===== config.mk =====
export PLATFORM = sky130hd
export DESIGN_NAME = tis_decode_stage
export DESIGN_NICKNAME = d
export VERILOG_FILES = /design/src/rtl/tis_pkg.sv /design/src/rtl/tis_op_fields.sv /design/src/rtl/tis_decode_stage.sv
export SDC_FILE = /design/constraint.sdc
export NUM_CORES = 1
export LEC_CHECK = 0
export ABC_CLOCK_PERIOD_IN_PS = 2200
export BUFFER_PORTS_ARGS = -buffer_cell sky130_fd_sc_hd__buf_2
export CORE_ASPECT_RATIO = 1.4
export CORE_MARGIN = 2
export CORE_UTILIZATION = 30
export CTS_BUF_LIST = sky130_fd_sc_hd__clkbuf_8
export DETAILED_ROUTE_END_ITERATION = 10
export PLACE_DENSITY = 0.53
export RECOVER_POWER = 25
export SYNTH_ARGS = -nofsm -noshare
export SYNTH_HDL_FRONTEND = slang
export SYNTH_SLANG_ARGS = --single-unit

===== constraint.sdc =====
create_clock -name clk -period 2.2 [get_ports clk]
set_input_delay 0 -clock clk [delete_from_list [all_inputs] [get_ports clk]]
set_output_delay 0 -clock clk [all_outputs]
set_load 0.01 [all_outputs]

===== src/rtl/tis_pkg.sv =====
// Shared definitions for the TIS node decode path.
// Holds the opcode and control-field enumerations, the src/dst base
// encodings and the decoded field bundle. The immediate is carried beside
// the bundle because its width is a per-instance parameter.
package tis_pkg;

    typedef enum logic [3:0] {
        OP_NOP = 4'd0,
        OP_MOV = 4'd1,
        OP_SWP = 4'd2,
        OP_SAV = 4'd3,
        OP_ADD = 4'd4,
        OP_SUB = 4'd5,
        OP_NEG = 4'd6,
        OP_JMP = 4'd7,
        OP_JEZ = 4'd8,
        OP_JNZ = 4'd9,
        OP_JGZ = 4'd10,
        OP_JLZ = 4'd11,
        OP_JRO = 4'd12
    } opcode_e;

    typedef enum logic [3:0] {
        PC_INC = 4'd0,
        PC_JMP = 4'd1,
        PC_JEZ = 4'd2,
        PC_JNZ = 4'd3,
        PC_JGZ = 4'd4,
        PC_JLZ = 4'd5,
        PC_JRO = 4'd6
    } pc_instr_e;

    typedef enum logic [1:0] {
        ALU_PASS = 2'd0,
        ALU_ADD  = 2'd1,
        ALU_SUB  = 2'd2,
        ALU_NEG  = 2'd3
    } alu_instr_e;

    typedef enum logic [1:0] {
        REG_NONE   = 2'd0,
        REG_WR_ACC = 2'd1,
        REG_SWP    = 2'd2,
        REG_SAV    = 2'd3
    } reg_instr_e;

    typedef enum logic [1:0] {
        IN_NIL  = 2'd0,
        IN_ACC  = 2'd1,
        IN_IMM  = 2'd2,
        IN_PORT = 2'd3
    } in_mux_e;

    localparam int unsigned TIS_PORT_W = 2;

    localparam logic [2:0] SRC_NIL       = 3'd0;
    localparam logic [2:0] SRC_ACC       = 3'd1;
    localparam logic [2:0] SRC_IMM       = 3'd2;
    localparam logic [2:0] PORT_BASE_SRC = 3'd3;
    localparam logic [2:0] DST_NIL       = 3'd0;
    localparam logic [2:0] DST_ACC       = 3'd1;
    localparam logic [2:0] PORT_BASE_DST = 3'd2;

    typedef struct packed {
        pc_instr_e             pc;
        alu_instr_e            alu;
        reg_instr_e            regs;
        in_mux_e               in_mux;
        logic [TIS_PORT_W-1:0] in_port;
        logic                  out_mux;
        logic [TIS_PORT_W-1:0] out_port;
    } dec_fields_t;

endpackage


===== src/rtl/tis_op_fields.sv =====
// Pure combinational TIS field decoder.
// Ports:
//   instr      in   raw word {opcode[3:0], src[2:0], dst[2:0], const}
//   fields     out  decoded control bundle
//   const_val  out  immediate when used as source or jump target, else 0
//   illegal    out  opcode or an in-use src/dst outside the legal range
// An illegal word decodes to all-zero fields (a NOP).
module tis_op_fields
    import tis_pkg::*;
#(
    parameter int CONST_W   = 11,
    parameter int NUM_PORTS = 4
) (
    input  logic [CONST_W+9:0] instr,
    output dec_fields_t        fields,
    output logic [CONST_W-1:0] const_val,
    output logic               illegal
);

    localparam logic [3:0] SRC_LIMIT = 4'(int'(PORT_BASE_SRC) + NUM_PORTS);
    localparam logic [3:0] DST_LIMIT = 4'(int'(PORT_BASE_DST) + NUM_PORTS);

    opcode_e            opcode;
    logic [2:0]         src;
    logic [2:0]         dst;
    logic [CONST_W-1:0] imm;
    logic [2:0]         src_off;
    logic [2:0]         dst_off;
    logic               src_bad;
    logic               dst_bad;
    logic               use_src;
    in_mux_e            src_mux;

    assign opcode  = opcode_e'(instr[CONST_W+9:CONST_W+6]);
    assign src     = instr[CONST_W+5:CONST_W+3];
    assign dst     = instr[CONST_W+2:CONST_W];
    assign imm     = instr[CONST_W-1:0];
    assign src_off = src - PORT_BASE_SRC;
    assign dst_off = dst - PORT_BASE_DST;
    assign src_bad = ({1'b0, src} >= SRC_LIMIT);
    assign dst_bad = ({1'b0, dst} >= DST_LIMIT);

    always_comb begin
        case (src)
            SRC_NIL: src_mux = IN_NIL;
            SRC_ACC: src_mux = IN_ACC;
            SRC_IMM: src_mux = IN_IMM;
            default: src_mux = IN_PORT;
        endcase
    end

    always_comb begin
        fields    = '0;
        const_val = '0;
        illegal   = 1'b0;
        use_src   = 1'b0;

        case (opcode)
            OP_NOP: ;
            OP_MOV: begin
                use_src = 1'b1;
                if (dst_bad) begin
                    illegal = 1'b1;
                end else if (dst == DST_ACC) begin
                    fields.regs = REG_WR_ACC;
                    fields.alu  = ALU_PASS;
                end else if (dst >= PORT_BASE_DST) begin
                    fields.out_mux  = 1'b1;
                    fields.out_port = dst_off[TIS_PORT_W-1:0];
                end
            end
            OP_SWP: fields.regs = REG_SWP;
            OP_SAV: fields.regs = REG_SAV;
            OP_ADD: begin
                use_src     = 1'b1;
                fields.alu  = ALU_ADD;
                fields.regs = REG_WR_ACC;
            end
            OP_SUB: begin
                use_src     = 1'b1;
                fields.alu  = ALU_SUB;
                fields.regs = REG_WR_ACC;
            end
            OP_NEG: begin
                fields.alu  = ALU_NEG;
                fields.regs = REG_WR_ACC;
            end
            OP_JMP: begin fields.pc = PC_JMP; const_val = imm; end
            OP_JEZ: begin fields.pc = PC_JEZ; const_val = imm; end
            OP_JNZ: begin fields.pc = PC_JNZ; const_val = imm; end
            OP_JGZ: begin fields.pc = PC_JGZ; const_val = imm; end
            OP_JLZ: begin fields.pc = PC_JLZ; const_val = imm; end
            OP_JRO: begin
                use_src   = 1'b1;
                fields.pc = PC_JRO;
            end
            default: illegal = 1'b1;
        endcase

        // Source routing is shared by MOV, ADD, SUB and JRO; the immediate
        // only appears on out_const when it is actually the selected source.
        if (use_src) begin
            if (src_bad) begin
                illegal = 1'b1;
            end else begin
                fields.in_mux = src_mux;
                if (src_mux == IN_PORT) begin
                    fields.in_port = src_off[TIS_PORT_W-1:0];
                end
                if (src_mux == IN_IMM) begin
                    const_val = imm;
                end
            end
        end

        if (illegal) begin
            fields    = '0;
            const_val = '0;
        end
    end

endmodule


===== src/rtl/tis_decode_stage.sv =====
// Registered TIS instruction-decode stage with a 2-entry skid buffer.
// Ports:
//   clk, rst_n                     clock, async active-low reset
//   in_valid/in_ready/in_instr     fetch-side handshake and raw word
//   flush                          drop all buffered words and the same-cycle beat
//   out_valid/out_ready            execute-side handshake
//   out_const, pc_instr, alu_instr, registers_instr,
//   in_mux_sel, in_port, out_mux_sel, out_port   head-entry decoded fields
//   illegal, illegal_cnt           sticky flag / saturating count of illegal words
module tis_decode_stage
    import tis_pkg::*;
#(
    parameter int CONST_W   = 11,
    parameter int NUM_PORTS = 4,
    parameter int PORT_W    = 2
) (
    input  logic               clk,
    input  logic               rst_n,
    input  logic               in_valid,
    output logic               in_ready,
    input  logic [CONST_W+9:0] in_instr,
    input  logic               flush,
    output logic               out_valid,
    input  logic               out_ready,
    output logic [CONST_W-1:0] out_const,
    output logic [3:0]         pc_instr,
    output logic [1:0]         alu_instr,
    output logic [1:0]         registers_instr,
    output logic [1:0]         in_mux_sel,
    output logic [PORT_W-1:0]  in_port,
    output logic               out_mux_sel,
    output logic [PORT_W-1:0]  out_port,
    output logic               illegal,
    output logic [7:0]         illegal_cnt
);

    dec_fields_t        dec_fields;
    logic [CONST_W-1:0] dec_const;
    logic               dec_illegal;

    // Entry 0 is always the head; entry 1 shifts down on a pop.
    dec_fields_t        f0, f1;
    logic [CONST_W-1:0] c0, c1;
    logic [1:0]         count;
    logic [1:0]         count_next;
    logic               ready_q;
    logic               push;
    logic               pop;

    tis_op_fields #(
        .CONST_W   (CONST_W),
        .NUM_PORTS (NUM_PORTS)
    ) u_fields (
        .instr     (in_instr),
        .fields    (dec_fields),
        .const_val (dec_const),
        .illegal   (dec_illegal)
    );

    assign push = in_valid & ready_q & ~flush;
    assign pop  = (count != 2'd0) & out_ready & ~flush;

    always_comb begin
        count_next = count;
        if (flush) begin
            count_next = 2'd0;
        end else if (push && !pop) begin
            count_next = count + 2'd1;
        end else if (pop && !push) begin
            count_next = count - 2'd1;
        end
    end

    always_ff @(posedge clk or negedge rst_n) begin
        if (!rst_n) begin
            f0      <= '0;
            f1      <= '0;
            c0      <= '0;
            c1      <= '0;
            count   <= 2'd0;
            ready_q <= 1'b0;
        end else begin
            count   <= count_next;
            ready_q <= (count_next != 2'd2);
            if (flush) begin
                f0 <= '0;
                f1 <= '0;
                c0 <= '0;
                c1 <= '0;
            end else if (pop) begin
                // Push with a pop only happens at count 1: the new word
                // becomes the head directly.
                if (push) begin
                    f0 <= dec_fields;
                    c0 <= dec_const;
                end else begin
                    f0 <= f1;
                    c0 <= c1;
                    f1 <= '0;
                    c1 <= '0;
                end
            end else if (push) begin
                if (count == 2'd0) begin
                    f0 <= dec_fields;
                    c0 <= dec_const;
                end else begin
                    f1 <= dec_fields;
                    c1 <= dec_const;
                end
            end
        end
    end

    always_ff @(posedge clk or negedge rst_n) begin
        if (!rst_n) begin
            illegal     <= 1'b0;
            illegal_cnt <= '0;
        end else if (push && dec_illegal) begin
            illegal <= 1'b1;
            if (illegal_cnt != 8'hFF) begin
                illegal_cnt <= illegal_cnt + 8'd1;
            end
        end
    end

    assign in_ready        = ready_q;
    assign out_valid       = (count != 2'd0);
    assign out_const       = c0;
    assign pc_instr        = f0.pc;
    assign alu_instr       = f0.alu;
    assign registers_instr = f0.regs;
    assign in_mux_sel      = f0.in_mux;
    assign in_port         = f0.in_port;
    assign out_mux_sel     = f0.out_mux;
    assign out_port        = f0.out_port;

endmodule


# Word level (Yosys, flattened, before mapping)

Cells that the tools add are included.
W data, S select, Z words.

Bits in registers: 64
Bits of input ports: 26
Output and inout bits: 37

Add/sub/neg operators: 5
$lt $le $gt $ge: 3
Equality and inequality tests: 21
Muxes and demuxes: 47
Bitwise operators: 5
Reductions and logical operators: 18

Operators by type and width:

| kind                  | count |
|---|---|
| $mux W11              | 15 |
| $mux W15              | 10 |
| $eq A4 B4 Y1 const B  | 5 |
| $pmux W3 S6           | 1 |
| $eq A4 B3 Y1 const B  | 4 |
| $pmux W2 S4           | 2 |
| $mux W14              | 1 |
| $mux W3               | 4 |
| $mux W4               | 3 |
| $reduce_or A12 Y1     | 1 |
| $add A8 B1 Y8 const B | 1 |
| $eq A4 B2 Y1 const B  | 2 |
| $mux W2               | 4 |
| $ne A8 B8 Y1 const B  | 1 |
| $eq A3 B1 Y1 const B  | 2 |
| $ge A3 B3 Y1 const B  | 2 |
| $ne A3 B3 Y1 const B  | 2 |
| $pmux W2 S3           | 1 |
| $reduce_bool A3 Y1    | 2 |
| $mux W1               | 5 |
| $reduce_or A5 Y1      | 1 |
| $and A1 B1 Y1         | 4 |
| $eq A2 B2 Y1 const B  | 2 |
| $eq A4 B1 Y1 const B  | 1 |
| 18 further kinds      | 23 |

# Logic depth before layout (Yosys ltp)

Depth after elaboration: 11
Mapped depth: 8
Depth with buffers taken out: 7

# By module

From an unflattened synthesis, not the netlist that was laid out.

Cell total of the unflattened synthesis: 391
Area, all modules: 3,808.7 µm²

Modules (own cells, without submodules):

| module           | instances | cells each | area an instance (µm²) |
|---|---|---|---|
| tis_decode_stage | 1         | 300        | 3,061.7 |
| tis_op_fields    | 1         | 91         | 747.0 |

# Worst setup path before layout

Ideal clock, no wire load.

Path type: register -> register
Start: reg count[0]
End: reg f0, in the netlist out_port[0]
Library setup time: 0.120 ns
Arrival: 1.842 ns
Required time: 2.080 ns
Slack: 0.238 ns
Stages on the path, launching flop included: 9
Buffers on the path: 1
Period minus slack after synthesis: 1.962 ns
Cells stage by stage: dfrtp_1 -> inv_1 -> ha_1 -> inv_1 -> o21ai_1 -> nor2_1 -> buf_2 -> a22o_1 -> a31o_2

Word-level cells in the longest chain between the ends: 5
Elaborated cells between the ends (all ways): 9
Classes of those cells: mux: 2; bitwise: 2; reduce/logical: 5

RTL lines:

| element                                                                | line                    | text |
|---|---|---|
| from (decl)                                                            | tis_decode_stage.sv:44  | `logic [1:0] count;` |
| from (signal assigned)                                                 | tis_decode_stage.sv:83  | `count <= count_next;` |
| $reduce_bool A2 Y1 (*)                                                 | -                       |  |
| net out_valid                                                          | tis_decode_stage.sv:23  | `output logic out_valid,` |
| $and A1 B1 Y1 (*) (2 in series)                                        | tis_decode_stage.sv:61  | `assign pop = (count != 2'd0) & out_ready & ~flush;` |
| $reduce_bool A3 Y1 (no source line) / $mux W15 (equally long branches) | -                       |  |
| $reduce_and A2 Y1 (no source line) / $mux W15 (equally long branches)  | -                       |  |
| to (signal assigned)                                                   | tis_decode_stage.sv:94  | `f0 <= dec_fields;` |
| to (signal assigned)                                                   | tis_decode_stage.sv:104 | `f0 <= dec_fields;` |
| to (decl)                                                              | tis_decode_stage.sv:42  | `dec_fields_t f0, f1;` |

Mark *: on every way through the listed nets, which the timed path passes. The rest lies on a longest branch.
A chain may end at the register's enable or synchronous reset.

# Worst setup path in the final report

Start: reg count[1]
End: reg f0, in the netlist out_port[0]

Word-level cells in the longest chain between the ends: 5
Elaborated cells between the ends (all ways): 9
Classes of those cells: mux: 2; bitwise: 2; reduce/logical: 5

RTL lines:

| element                                                                | line |
|---|---|
| $reduce_bool A2 Y1                                                     | tis_decode_stage.sv:61 |
| $and A1 B1 Y1 (2 in series)                                            | tis_decode_stage.sv:61 |
| $reduce_bool A3 Y1 (no source line) / $mux W15 (equally long branches) | - |
| $reduce_and A2 Y1 (no source line) / $mux W15 (equally long branches)  | - |

Parallel ways exist; a longest one is shown, timed or not.

==> results_dict.tcl <==
set metrics [dict create \
    outcome "finished, violations left" \
    violations "capacitance limit, slew limit" \
    htree_num_levels 3 \
    cp_top_family "compound AO/OA/AOI/OAI gates" \
    dr.first_iter.drc_count 125 \
    synthAdderAreaFrac_pct 2.446 \
    regToRegEndpoint "out_port[0]" \
    place_ws_ns 0.07182 \
    netlist_instances 287 \
    syn_nets 319 \
    endpoint "out_port[0]" \
    synth_top_area_share_pct 50.55 \
    power.static_leakage_nw 1.975 \
    port_buffers 61 \
    gr-usage-met2_pct 24.35 \
    die_w_um 89.49 \
    path_class "flop to flop" \
    gr-total-overflow 0 \
    grt_pass1_wl_um 12730 \
    cp_max_fo 20 \
    timing.rr.start "count[1]" \
    grt_pass1_vias 2575 \
    dieArea_um2 11070 \
    rows 43 \
    ys_warn_count 0 \
    maxCapViolCount 1 \
    cts_tree "done" \
    synth_seq_cells 62 \
    ir_drop_mv 0.3215 \
    clock-sinks 62 \
    synth-main-ff-cell "dfrtp_1" \
    startpoint_type "flop" \
    max-slew-margin-rel_pct -1.771 \
    coreArea_um2 9953 \
    nets 404 \
    cpMaxStageDelayCell "dfrtp_1" \
    required_ns 2.44 \
    synth_simple_gate_area_share_pct 14.51 \
    root_buffer "clkbuf_8" \
    synth_top_family_by_area "compound AO/OA/AOI/OAI gates" \
    hold_class "input pin to flop" \
    dieHeight_um 123.7 \
    routed_via_density 4.998 \
    clkLatencyLatePin_ns 0.34 \
    start_util_pct 30.84 \
    wl_per_cell_um 15.37 \
    crit_path_cell_trace "inv_1 > ha_1 > nand2b_1 > o21ai_1 > nor2_1 > buf_4 > a22o_1 > a31o_2" \
    routabilityCongestion 0.7550 \
    synth_mux_area_share_pct 1.060 \
    synth_edf_count 0 \
    cp-end-kind "flop" \
    rsz0062_at_grt "no" \
    skew_ns 0.01008 \
    antenna_left 0 \
    fin_ws_ns 0.1790 \
    antenna_cells 0 \
    period_share_pct 91.86 \
    worst_pin_slew_ns 1.527 \
    grt_antenna_before_repair 0 \
    yosysTopAreaCell "dfrtp_1" \
    yosysSeqAreaShare_pct 50.55 \
    wirelength_um 7867 \
    p_per_area_nw_per_um2 841.7 \
    rrSetupSlack_ns 0.18 \
    synth_area_leaders "dfrtp_1 51%, a22o_1 8.8%, a21o_1 3.7%" \
    numCtsBuffers 9 \
    yosys.cell_types.count 53 \
    tns_ns 0 \
    critPathBufInv 2 \
    synthesis.area_um2 3069 \
    drtPass1Iterations 4 \
    r2r_cells 8 \
    synth_xor_area_share_pct 3.139 \
    fmax_mhz 494.8 \
    setup_viol 0 \
    synthArstFlopShare_pct 100.0 \
    dpl.hpwl_um 5575 \
    avgSynthCellArea_um2 10.69 \
    use_met1_pct 19.44 \
    grt_max_degree 30 \
    cp.arrival_ns 2.26 \
    gr-max-usage-layer "met2" \
    startpoint "count[1]" \
    ios 63 \
    drv_slew 30 \
    ctsLongestPathBuffers 2 \
    synth_compound_area_share_pct 24.46 \
    fin_crit_ns 2.021 \
    max_stage_delay_ns 0.41 \
    clkTransAtPathRegs_ns 0.07 \
    track_usage_pct 15.13 \
    vias 2559 \
    hold_viol_final 0 \
    drive_above_1_share_pct 23.34 \
    grt_util_met3_pct 2.386 \
    syn_to_final_growth_pct 27.07 \
    cp.depth 8 \
    drc_errors 0 \
]
## layout make-up
cell class / instances / area, um^2
tap: 135 / 168.9
sequential: 62 / 1551
multi-input combinational: 202 / 1414
clock buffer: 11 / 151.4
inverter: 7 / 26.28
fill: 996 / 6053
clock inverter: 5 / 50.05
timing repair buffer: 90 / 538.0
## cells in the final DEF, fill, tap and decap left out, drive strengths merged, types with 3 or more instances in the layout
cell	count
buf	63
clkbuf	25
a22oi	7
a21oi	4
nor2	21
nand4	3
inv	9
a32o	4
and3	5
a211oi	5
nand2b	4
xor2	8
nor3	11
nor4	3
o21ai	18
xnor2	3
a21o	15
dlygate4sd3	13
nand2	15
a22o	31
nor2b	6
dfrtp	62
ha	6
nand3	5
## sequential cells by signal, indices dropped and copies added (netlist names)
signal / flops
alu_instr: 2
c1: 11
count: 2
f1: 14
illegal: 1
illegal_cnt: 8
in_mux_sel: 2
in_port: 2
in_ready: 1
out_const: 11
out_mux_sel: 1
out_port: 2
pc_instr: 3
registers_instr: 2
## cells by family after synthesis
| logic type | after synthesis |
|---|---|
| AO/OA/AOI/OAI | 98 |
| XOR/XNOR | 11 |
| adder cells (fa/ha/maj) | 6 |
| buffers and inverters | 23 |
| flip-flops | 62 |
| multiplexers | 3 |
| other | 1 |
| AND/OR/NAND/NOR | 83 |
## report_power, final
part,leakage [nW],switching [mW],internal (mW)
sequential,0.844,0.0884,1.26
combinational,1.02,0.561,0.356
clock,0.108,0.447,0.575
## cells in the mapped netlist (2+ instances only)
master,number
dfrtp_1,62
a22o_1,31
nor2_1,21
a21o_1,15
nand2_1,15
o21ai_0,14
nor3_1,9
xor2_1,8
a22oi_1,7
clkbuf_1,7
inv_1,7
ha_1,6
nor2b_1,6
a211oi_1,5
and3_1,5
nand3_1,5
a21oi_1,4
a32o_1,4
buf_2,4
nand2b_1,4
o21ai_1,4
nand4_1,3
xnor2_1,3
a311oi_1,2
a31o_2,2
buf_4,2
buf_6,2
mux2_2,2
nor3_2,2
nor4_2,2
or3_1,2
## tightest hold or removal path, cell delays in order
cell	delay, ns
buf_2	0.11
inv_1	0.08
nand2_1	0.06
o21ai_0	0.07
## worst min path at each step
stage | startpoint | endpoint | slack [ns] | cells past startpoint
after floorplan | rst_n | alu_instr[0] | -0.30 | 0
after global placement | rst_n | illegal_cnt[6] | 0.07 | 1
after detailed placement | rst_n | illegal_cnt[6] | 0.07 | 1
after CTS | in_instr[14] | in_port[0] | 0.02 | 4
after global routing | flush | count[0] | 0.06 | 2
final | in_instr[14] | in_port[0] | 0.02 | 4
## through the flow
step | total power [mW] | cells | utilization, % | cell area (um^2) | hold slack, ns
after global placement | 2.269 | 483 | 35.96 | 3580 | 0.06759
after global routing | 3.492 | 512 | 39.18 | 3900 | 0.06024
after floorplan | 1.893 | 287 | - | 3069 | -0.2956
after detailed placement | 2.281 | 483 | 35.96 | 3580 | 0.06714
after CTS | 3.331 | 512 | 39.30 | 3911 | 0.01587
final | 3.283 | 512 | 39.18 | 3900 | 0.02337
## metal layers
layer | share of wire (%) | vias up
met5 | 0 | -
met4 | 2.1 | 0
met3 | 3.4 | 10
met2 | 50 | 64
met1 | 45 | 1245
li1 | - | 1240
## repair_timing
item / 4_1_cts / 5_1_grt
setup endpoints to repair: 0 / 16
gates resized for setup: 0 / 2
endpoints found under the hold margin: 51 / 0
hold buffers: 13 / 0
setup buffers: 0 / 0
Power figures use the tool's default switching activity.
